$ cat src/rtl/decode_execute_register_if.sv
// Decode-to-execute pipeline bus: decode-side fields and flush in, execute-side
// copies, the fetch/decode freeze and the bubble counter out.
interface decode_execute_register_if #(
  parameter int DATA_W = 32,
  parameter int REG_W  = 4
);
  logic [15:0]       control_signals_d;
  logic [3:0]        opCode_d;
  logic [REG_W-1:0]  rs1_d;
  logic [REG_W-1:0]  rs2_d;
  logic [REG_W-1:0]  rd_d;
  logic [DATA_W-1:0] src_a_d;
  logic [DATA_W-1:0] src_b_d;
  logic [DATA_W-1:0] imm_d;
  logic [DATA_W-1:0] pc_d;
  logic              valid_d;
  logic              flush;

  logic [15:0]       control_signals_e;
  logic [3:0]        opCode_e;
  logic [REG_W-1:0]  rd_e;
  logic [DATA_W-1:0] src_a_e;
  logic [DATA_W-1:0] src_b_e;
  logic [DATA_W-1:0] imm_e;
  logic [DATA_W-1:0] pc_e;
  logic              valid_e;
  logic              stall_fd;
  logic [15:0]       bubble_count;

  modport master (
    output control_signals_d, opCode_d, rs1_d, rs2_d, rd_d,
           src_a_d, src_b_d, imm_d, pc_d, valid_d, flush,
    input  control_signals_e, opCode_e, rd_e, src_a_e, src_b_e,
           imm_e, pc_e, valid_e, stall_fd, bubble_count
  );

  modport slave (
    input  control_signals_d, opCode_d, rs1_d, rs2_d, rd_d,
           src_a_d, src_b_d, imm_d, pc_d, valid_d, flush,
    output control_signals_e, opCode_e, rd_e, src_a_e, src_b_e,
           imm_e, pc_e, valid_e, stall_fd, bubble_count
  );
endinterface

$ cat src/rtl/decode_execute_register.sv
// Decode/execute pipeline register with load-use stall, two-bubble branch
// flush and a saturating count of inserted bubbles.
module decode_execute_register #(
  parameter int DATA_W = 32,
  parameter int REG_W  = 4
) (
  input  logic                        clk,
  input  logic                        rst,
  decode_execute_register_if.slave    bus
);

  typedef enum logic [0:0] {
    RUN   = 1'b0,
    FLUSH = 1'b1
  } state_e;

  state_e            state_q, state_d;
  logic [15:0]       ctrl_q, ctrl_d;
  logic [3:0]        op_q, op_d;
  logic [REG_W-1:0]  rd_q, rd_d;
  logic [DATA_W-1:0] src_a_q, src_a_d;
  logic [DATA_W-1:0] src_b_q, src_b_d;
  logic [DATA_W-1:0] imm_q, imm_d;
  logic [DATA_W-1:0] pc_q, pc_d;
  logic              valid_q, valid_d;
  logic [15:0]       cnt_q, cnt_d;
  logic              load_use_s;
  logic              bubble_s;
  logic              stall_s;

  // Execute holds a load whose destination the decode instruction reads; r0 never hazards.
  assign load_use_s = (state_q == RUN) && !bus.flush && bus.valid_d && valid_q &&
                      ctrl_q[8] && (rd_q != {REG_W{1'b0}}) &&
                      ((rd_q == bus.rs1_d) || (rd_q == bus.rs2_d));

  // Next-state, bubble and stall decision
  always_comb begin
    state_d  = state_q;
    bubble_s = 1'b0;
    stall_s  = 1'b0;
    case (state_q)
      RUN: begin
        if (bus.flush) begin
          bubble_s = 1'b1;
          state_d  = FLUSH;
        end else if (load_use_s) begin
          bubble_s = 1'b1;
          stall_s  = 1'b1;
        end else begin
          bubble_s = 1'b0;
        end
      end
      FLUSH: begin
        bubble_s = 1'b1;
        state_d  = bus.flush ? FLUSH : RUN;
      end
      default: begin
        bubble_s = 1'b1;
        state_d  = RUN;
      end
    endcase
  end

  // Execute-stage payload: a bubble or the decode fields, control zeroed for non-instructions
  always_comb begin
    ctrl_d  = 16'h0000;
    op_d    = 4'h0;
    rd_d    = {REG_W{1'b0}};
    src_a_d = {DATA_W{1'b0}};
    src_b_d = {DATA_W{1'b0}};
    imm_d   = {DATA_W{1'b0}};
    pc_d    = {DATA_W{1'b0}};
    valid_d = 1'b0;
    if (!bubble_s) begin
      ctrl_d  = bus.valid_d ? bus.control_signals_d : 16'h0000;
      op_d    = bus.opCode_d;
      rd_d    = bus.rd_d;
      src_a_d = bus.src_a_d;
      src_b_d = bus.src_b_d;
      imm_d   = bus.imm_d;
      pc_d    = bus.pc_d;
      valid_d = bus.valid_d;
    end else begin
      valid_d = 1'b0;
    end
  end

  // Saturating bubble counter
  always_comb begin
    if (bubble_s && (cnt_q != 16'hFFFF)) begin
      cnt_d = cnt_q + 16'd1;
    end else begin
      cnt_d = cnt_q;
    end
  end

  // Pipeline, state and counter registers
  always_ff @(posedge clk or posedge rst) begin
    if (rst) begin
      state_q <= RUN;
      ctrl_q  <= 16'h0000;
      op_q    <= 4'h0;
      rd_q    <= {REG_W{1'b0}};
      src_a_q <= {DATA_W{1'b0}};
      src_b_q <= {DATA_W{1'b0}};
      imm_q   <= {DATA_W{1'b0}};
      pc_q    <= {DATA_W{1'b0}};
      valid_q <= 1'b0;
      cnt_q   <= 16'h0000;
    end else begin
      state_q <= state_d;
      ctrl_q  <= ctrl_d;
      op_q    <= op_d;
      rd_q    <= rd_d;
      src_a_q <= src_a_d;
      src_b_q <= src_b_d;
      imm_q   <= imm_d;
      pc_q    <= pc_d;
      valid_q <= valid_d;
      cnt_q   <= cnt_d;
    end
  end

  assign bus.control_signals_e = ctrl_q;
  assign bus.opCode_e          = op_q;
  assign bus.rd_e              = rd_q;
  assign bus.src_a_e           = src_a_q;
  assign bus.src_b_e           = src_b_q;
  assign bus.imm_e             = imm_q;
  assign bus.pc_e              = pc_q;
  assign bus.valid_e           = valid_q;
  assign bus.bubble_count      = cnt_q;
  assign bus.stall_fd          = stall_s && !rst;

endmodule

$ cat src/flat_wrapper.sv
// flat-port wrapper written by rule: the top's interface ports become plain ports
module decode_execute_register_flat 
#(
  parameter int DATA_W = 32,
  parameter int REG_W  = 4
)
  (clk, rst, bus_control_signals_d, bus_opCode_d, bus_rs1_d, bus_rs2_d, bus_rd_d, bus_src_a_d, bus_src_b_d, bus_imm_d, bus_pc_d, bus_valid_d, bus_flush, bus_control_signals_e, bus_opCode_e, bus_rd_e, bus_src_a_e, bus_src_b_e, bus_imm_e, bus_pc_e, bus_valid_e, bus_stall_fd, bus_bubble_count);
  decode_execute_register_if #(.DATA_W(DATA_W), .REG_W(REG_W)) bus_i ();
  input  logic clk;
  input  logic rst;
  input wire logic [$bits(bus_i.control_signals_d)-1:0] bus_control_signals_d;
  input wire logic [$bits(bus_i.opCode_d)-1:0] bus_opCode_d;
  input wire logic [$bits(bus_i.rs1_d)-1:0] bus_rs1_d;
  input wire logic [$bits(bus_i.rs2_d)-1:0] bus_rs2_d;
  input wire logic [$bits(bus_i.rd_d)-1:0] bus_rd_d;
  input wire logic [$bits(bus_i.src_a_d)-1:0] bus_src_a_d;
  input wire logic [$bits(bus_i.src_b_d)-1:0] bus_src_b_d;
  input wire logic [$bits(bus_i.imm_d)-1:0] bus_imm_d;
  input wire logic [$bits(bus_i.pc_d)-1:0] bus_pc_d;
  input wire logic [$bits(bus_i.valid_d)-1:0] bus_valid_d;
  input wire logic [$bits(bus_i.flush)-1:0] bus_flush;
  output wire logic [$bits(bus_i.control_signals_e)-1:0] bus_control_signals_e;
  output wire logic [$bits(bus_i.opCode_e)-1:0] bus_opCode_e;
  output wire logic [$bits(bus_i.rd_e)-1:0] bus_rd_e;
  output wire logic [$bits(bus_i.src_a_e)-1:0] bus_src_a_e;
  output wire logic [$bits(bus_i.src_b_e)-1:0] bus_src_b_e;
  output wire logic [$bits(bus_i.imm_e)-1:0] bus_imm_e;
  output wire logic [$bits(bus_i.pc_e)-1:0] bus_pc_e;
  output wire logic [$bits(bus_i.valid_e)-1:0] bus_valid_e;
  output wire logic [$bits(bus_i.stall_fd)-1:0] bus_stall_fd;
  output wire logic [$bits(bus_i.bubble_count)-1:0] bus_bubble_count;
  assign bus_i.control_signals_d = bus_control_signals_d;
  assign bus_i.opCode_d = bus_opCode_d;
  assign bus_i.rs1_d = bus_rs1_d;
  assign bus_i.rs2_d = bus_rs2_d;
  assign bus_i.rd_d = bus_rd_d;
  assign bus_i.src_a_d = bus_src_a_d;
  assign bus_i.src_b_d = bus_src_b_d;
  assign bus_i.imm_d = bus_imm_d;
  assign bus_i.pc_d = bus_pc_d;
  assign bus_i.valid_d = bus_valid_d;
  assign bus_i.flush = bus_flush;
  assign bus_control_signals_e = bus_i.control_signals_e;
  assign bus_opCode_e = bus_i.opCode_e;
  assign bus_rd_e = bus_i.rd_e;
  assign bus_src_a_e = bus_i.src_a_e;
  assign bus_src_b_e = bus_i.src_b_e;
  assign bus_imm_e = bus_i.imm_e;
  assign bus_pc_e = bus_i.pc_e;
  assign bus_valid_e = bus_i.valid_e;
  assign bus_stall_fd = bus_i.stall_fd;
  assign bus_bubble_count = bus_i.bubble_count;
  decode_execute_register #(.DATA_W(DATA_W), .REG_W(REG_W)) u_core (.clk(clk), .rst(rst), .bus(bus_i));
endmodule
$ cat config.mk
export PLATFORM = sky130hd
export DESIGN_NAME = decode_execute_register_flat
export DESIGN_NICKNAME = d
export VERILOG_FILES = /design/src/rtl/decode_execute_register_if.sv /design/src/rtl/decode_execute_register.sv /design/src/flat_wrapper.sv
export SDC_FILE = /design/constraint.sdc
export NUM_CORES = 1
export LEC_CHECK = 0
export CAP_MARGIN = 20
export CORE_AREA = 2 2 128 130
export CTS_CLUSTER_DIAMETER = 30
export CTS_CLUSTER_SIZE = 10
export DETAILED_ROUTE_END_ITERATION = 6
export DIE_AREA = 0 0 130 132
export DONT_BUFFER_PORTS = 1
export MAX_ROUTING_LAYER = met4
export PLACE_DENSITY_LB_ADDON = 0.25
export SYNTH_ARGS = -nofsm -noshare
export SYNTH_HDL_FRONTEND = slang
export SYNTH_SLANG_ARGS = --single-unit
$ cat constraint.sdc
create_clock -name clk -period 5.3 [get_ports clk]
set_input_delay 1.06 -clock clk [delete_from_list [all_inputs] [get_ports clk]]
set_output_delay 1.06 -clock clk [all_outputs]
set_load 0.02 [all_outputs]
==> Flow_metrics.wiki <==
{| class="wikitable"
! Metric !! Value
|-
| Clock latency reported for the late side of the worst-skew pair || 0.42 ns
|-
| Cell with the largest stage delay on the worst path || sky130_fd_sc_hd__nor4_1
|-
| Setup repair after global routing missed its margin || false
|-
| Layout area overhead || 13.9%
|-
| Detailed-route wire length || 12000 µm
|-
| Buffering stage count on the worst path with inverters included || 0
|-
| Hold slack || 0.648 ns
|-
| Cell occurring most often along the worst timing path || sky130_fd_sc_hd__nor4_1
|-
| Synthesized netlist cell count || 407
|-
| Die boundary height || 132 µm
|-
| Post-CTS setup buffers || 0
|-
| First-pass GRT wire length || 18000 µm
|-
| Timing-limited maximum frequency || 299 MHz
|-
| Register bit total from synthesis || 170
|-
| Level count of the clock H-tree || 4
|-
| # DRC || 0
|-
| Setup violators final || 0
|-
| Critical Path End Type || output port
|-
| Number of warnings printed during yosys synthesis || 0
|-
| Port-buffer cells || 0
|-
| Placed Cells || 606
|-
| Fraction of registers with async set/reset || 1.00
|-
| Effective utilization at floorplan || 0.372
|-
| Worst Max-Slew Pin Slew || 0.886 ns
|-
| Clock buffers created by TritonCTS || 17
|-
| Type of the worst min-delay path || flip-flop to flip-flop
|-
| Number of nets with antenna violations after detailed routing || 0
|-
| Initial DRT Pass Iterations || 4
|-
| Tot GR Track Use || 0.145
|-
| Sum of net half-perimeters after detailed placement || 8470 µm
|-
| Number of enable-type register cells in the synthesized netlist || 0
|-
| Max FO, Critical Path || 2
|-
| Clock tree from TritonCTS || done
|-
| Total number of vias || 2970
|-
| Detailed-route wire length per cell || 18.7 µm
|-
| Result of the run || completed
|-
| Post-synth cell types || 32
|-
| Die Wd || 130 µm
|-
| Yosys top cell area share || 0.728
|-
| Gates resized, CTS repair || 0
|-
| Root cell of the clock tree || sky130_fd_sc_hd__clkbuf_16
|-
| Overall overflow remaining after global route || 0
|-
| Fin. max-slew vios || 0
|-
| Max-Slew Margin vs Limit || 0.404
|-
| Non-filler instance count after layout || 641
|-
| Number of DRC violations after detailed-routing iteration 0 || 155
|-
| Maximum number of pins on one net before global-route repair || 171
|-
| Number of global-route vias before repair || 3278
|-
| Number of buffers added to fix hold violations after cts || 0
|-
| Most instantiated library cell after synthesis || sky130_fd_sc_hd__dfrtp_1
|-
| Longest Clk Path Bufs || 2
|-
| Crit-path leading delay family || simple AND/OR/NAND/NOR gates
|-
| Worst clock skew || 0.00762 ns
|-
| Mapped Nets || 572
|-
| Antenna violations before repair || 3
|-
| Primary flip-flop cell chosen by synthesis mapping || sky130_fd_sc_hd__dfrtp_1
|-
| Delay of the slowest cell on the worst path || 0.68 ns
|-
| Post-synthesis cell type with the largest combined area || sky130_fd_sc_hd__dfrtp_1
|-
| Gpl congestion || 0.715
|-
| Leading cell types by total area after synthesis || sky130_fd_sc_hd__dfrtp_1, sky130_fd_sc_hd__and2_1, sky130_fd_sc_hd__xor2_1
|-
| Most instantiated cells after synthesis || sky130_fd_sc_hd__dfrtp_1, sky130_fd_sc_hd__and2_1, sky130_fd_sc_hd__xor2_1
|-
| Sequential area share after synthesis || 0.728
|-
| TritonCTS Sinks || 170
|-
| Critical Path Start Type || input port
|-
| Fraction of final layout cells sized beyond drive strength 1 || 0.111
|-
| TNS Setup || 0 ns
|-
| Synthesized area per cell || 14.4 µm²
|-
| Signal arrival time at the worst endpoint || 2.29 ns
|-
| Number of standard-cell rows in the floorplan || 46
|-
| Tcrit/Tclk final || 0.631
|-
| Power density over the cells || 436 nW/µm²
|-
| Total die area || 17200 µm²
|-
| Period minus WS final || 3.35 ns
|-
| Number of maximum-capacitance constraint violations || 0
|-
| Critical path, cell by cell || xor2_1 > nor4_1 > o21ai_1 > nor4_1
|-
| P_leak || 3.25 nW
|-
| Number of nets at the end of the flow || 574
|-
| Type of the worst setup path || input port to output port
|-
| CP Data Required Time || 4.24 ns
|-
| Clock transition at the registers of the reported paths || 0.06 ns
|-
| Hold violation count in the final report || 0
|-
| Post-Syn Area || 5840 µm²
|-
| Largest voltage drop on the vdd net || 0.204 mV
|-
| Core region area || 15700 µm²
|-
| Top Ports || 334
|-
| Detailed-route vias per instance || 4.63
|}
[logic make-up after synthesis]
logic type               after synthesis  share of synthesized area
adder cells (fa/ha/maj)                1                    0.00214
multiplexers                           2                    0.00385
AO/OA/AOI/OAI                          1                   0.000856
XOR/XNOR                              22                     0.0330
AND/OR/NAND/NOR                      191                      0.217
flip-flops                           170                      0.728
buffers and inverters                 20                     0.0152
[path summary, 6_finish.rpt]
path / from / endpoint / slack (ns) / cells past startpoint
max: bus_rs2_d[1] / bus_stall_fd / 1.95 / 4
min: u_core.bus.bubble_count[11] / u_core.bus.bubble_count[11] / 0.65 / 1
max reg2reg: u_core.bus.rd_e[1] / u_core.bus.imm_e[10] / 2.78 / 6
min reg2reg: u_core.bus.bubble_count[11] / u_core.bus.bubble_count[11] / 0.65 / 1
max in group asynchronous: rst / u_core.bus.imm_e[18] / 3.91 / 2
min in group asynchronous: rst / u_core.bus.valid_e / 0.77 / 2
[power by group]
part	switching (mW)	internal, mW
sequential	0.177	1.37
combinational	0.0827	0.0644
clock	0.538	0.665
total	0.798	2.10
[per-stage QoR]
stage	utilization	power (mW)	instance area, µm²	setup WS (ns)
2_1_floorplan	-	1.67	5850	2.04
3_3_place_gp	0.386	1.72	6070	1.96
3_5_place_dp	0.386	1.73	6070	1.95
4_1_cts	0.423	2.94	6650	1.95
5_1_grt	0.424	3.04	6660	1.84
6_report	0.424	2.90	6660	1.95
[layout by cell type, fill, tap and decap left out, types with 2 or more instances in the layout]
cell | synthesis | layout
sky130_fd_sc_hd__nand4_1 | 3 | 3
sky130_fd_sc_hd__xnor2_1 | 4 | 4
sky130_fd_sc_hd__nand2b_1 | 2 | 2
sky130_fd_sc_hd__clkinvlp_4 | 0 | 4
sky130_fd_sc_hd__nor3_1 | 3 | 3
sky130_fd_sc_hd__nor4_1 | 5 | 5
sky130_fd_sc_hd__nor4b_2 | 3 | 3
sky130_fd_sc_hd__clkbuf_16 | 0 | 17
sky130_fd_sc_hd__nand2_1 | 2 | 2
sky130_fd_sc_hd__inv_8 | 0 | 3
sky130_fd_sc_hd__buf_12 | 0 | 2
sky130_fd_sc_hd__inv_6 | 0 | 6
sky130_fd_sc_hd__and3_1 | 16 | 16
sky130_fd_sc_hd__and2_1 | 137 | 137
sky130_fd_sc_hd__dfrtp_1 | 170 | 170
sky130_fd_sc_hd__nand3_1 | 6 | 6
sky130_fd_sc_hd__nor4_2 | 2 | 2
sky130_fd_sc_hd__nor2_1 | 2 | 2
sky130_fd_sc_hd__xor2_1 | 18 | 18
sky130_fd_sc_hd__diode_2 | 0 | 3
[state kept, by name, indices dropped and copies added, names as in the netlist]
signal,count
u_core.bus.bubble_count,16
u_core.bus.control_signals_e,16
u_core.bus.imm_e,32
u_core.bus.opCode_e,4
u_core.bus.pc_e,32
u_core.bus.rd_e,4
u_core.bus.src_a_e,32
u_core.bus.src_b_e,32
u_core.bus.valid_e,1
u_core.state_q,1
[layer usage]
layer / routed length (µm) / vias up / GRT usage
met1: 4150 / 1454 / 0.146
met3: 1470 / 13 / 0.0710
met5: 0 / - / -
met2: 6200 / 207 / 0.240
li1: - / 1296 / -
met4: 175 / 0 / 0.0544
[area by class of cell]
cell class	instances	area [µm²]
Antenna cell	3	7.51
Clock buffer	17	425
Clock inverter	15	153
Fill cell	1444	9060
Inverter	1	7.51
Multi-Input combinational cell	217	1500
Sequential cell	170	4250
Tap cell	216	270
Timing Repair Buffer	2	40.0
No activity file was read; power rests on OpenSTA's default activity.
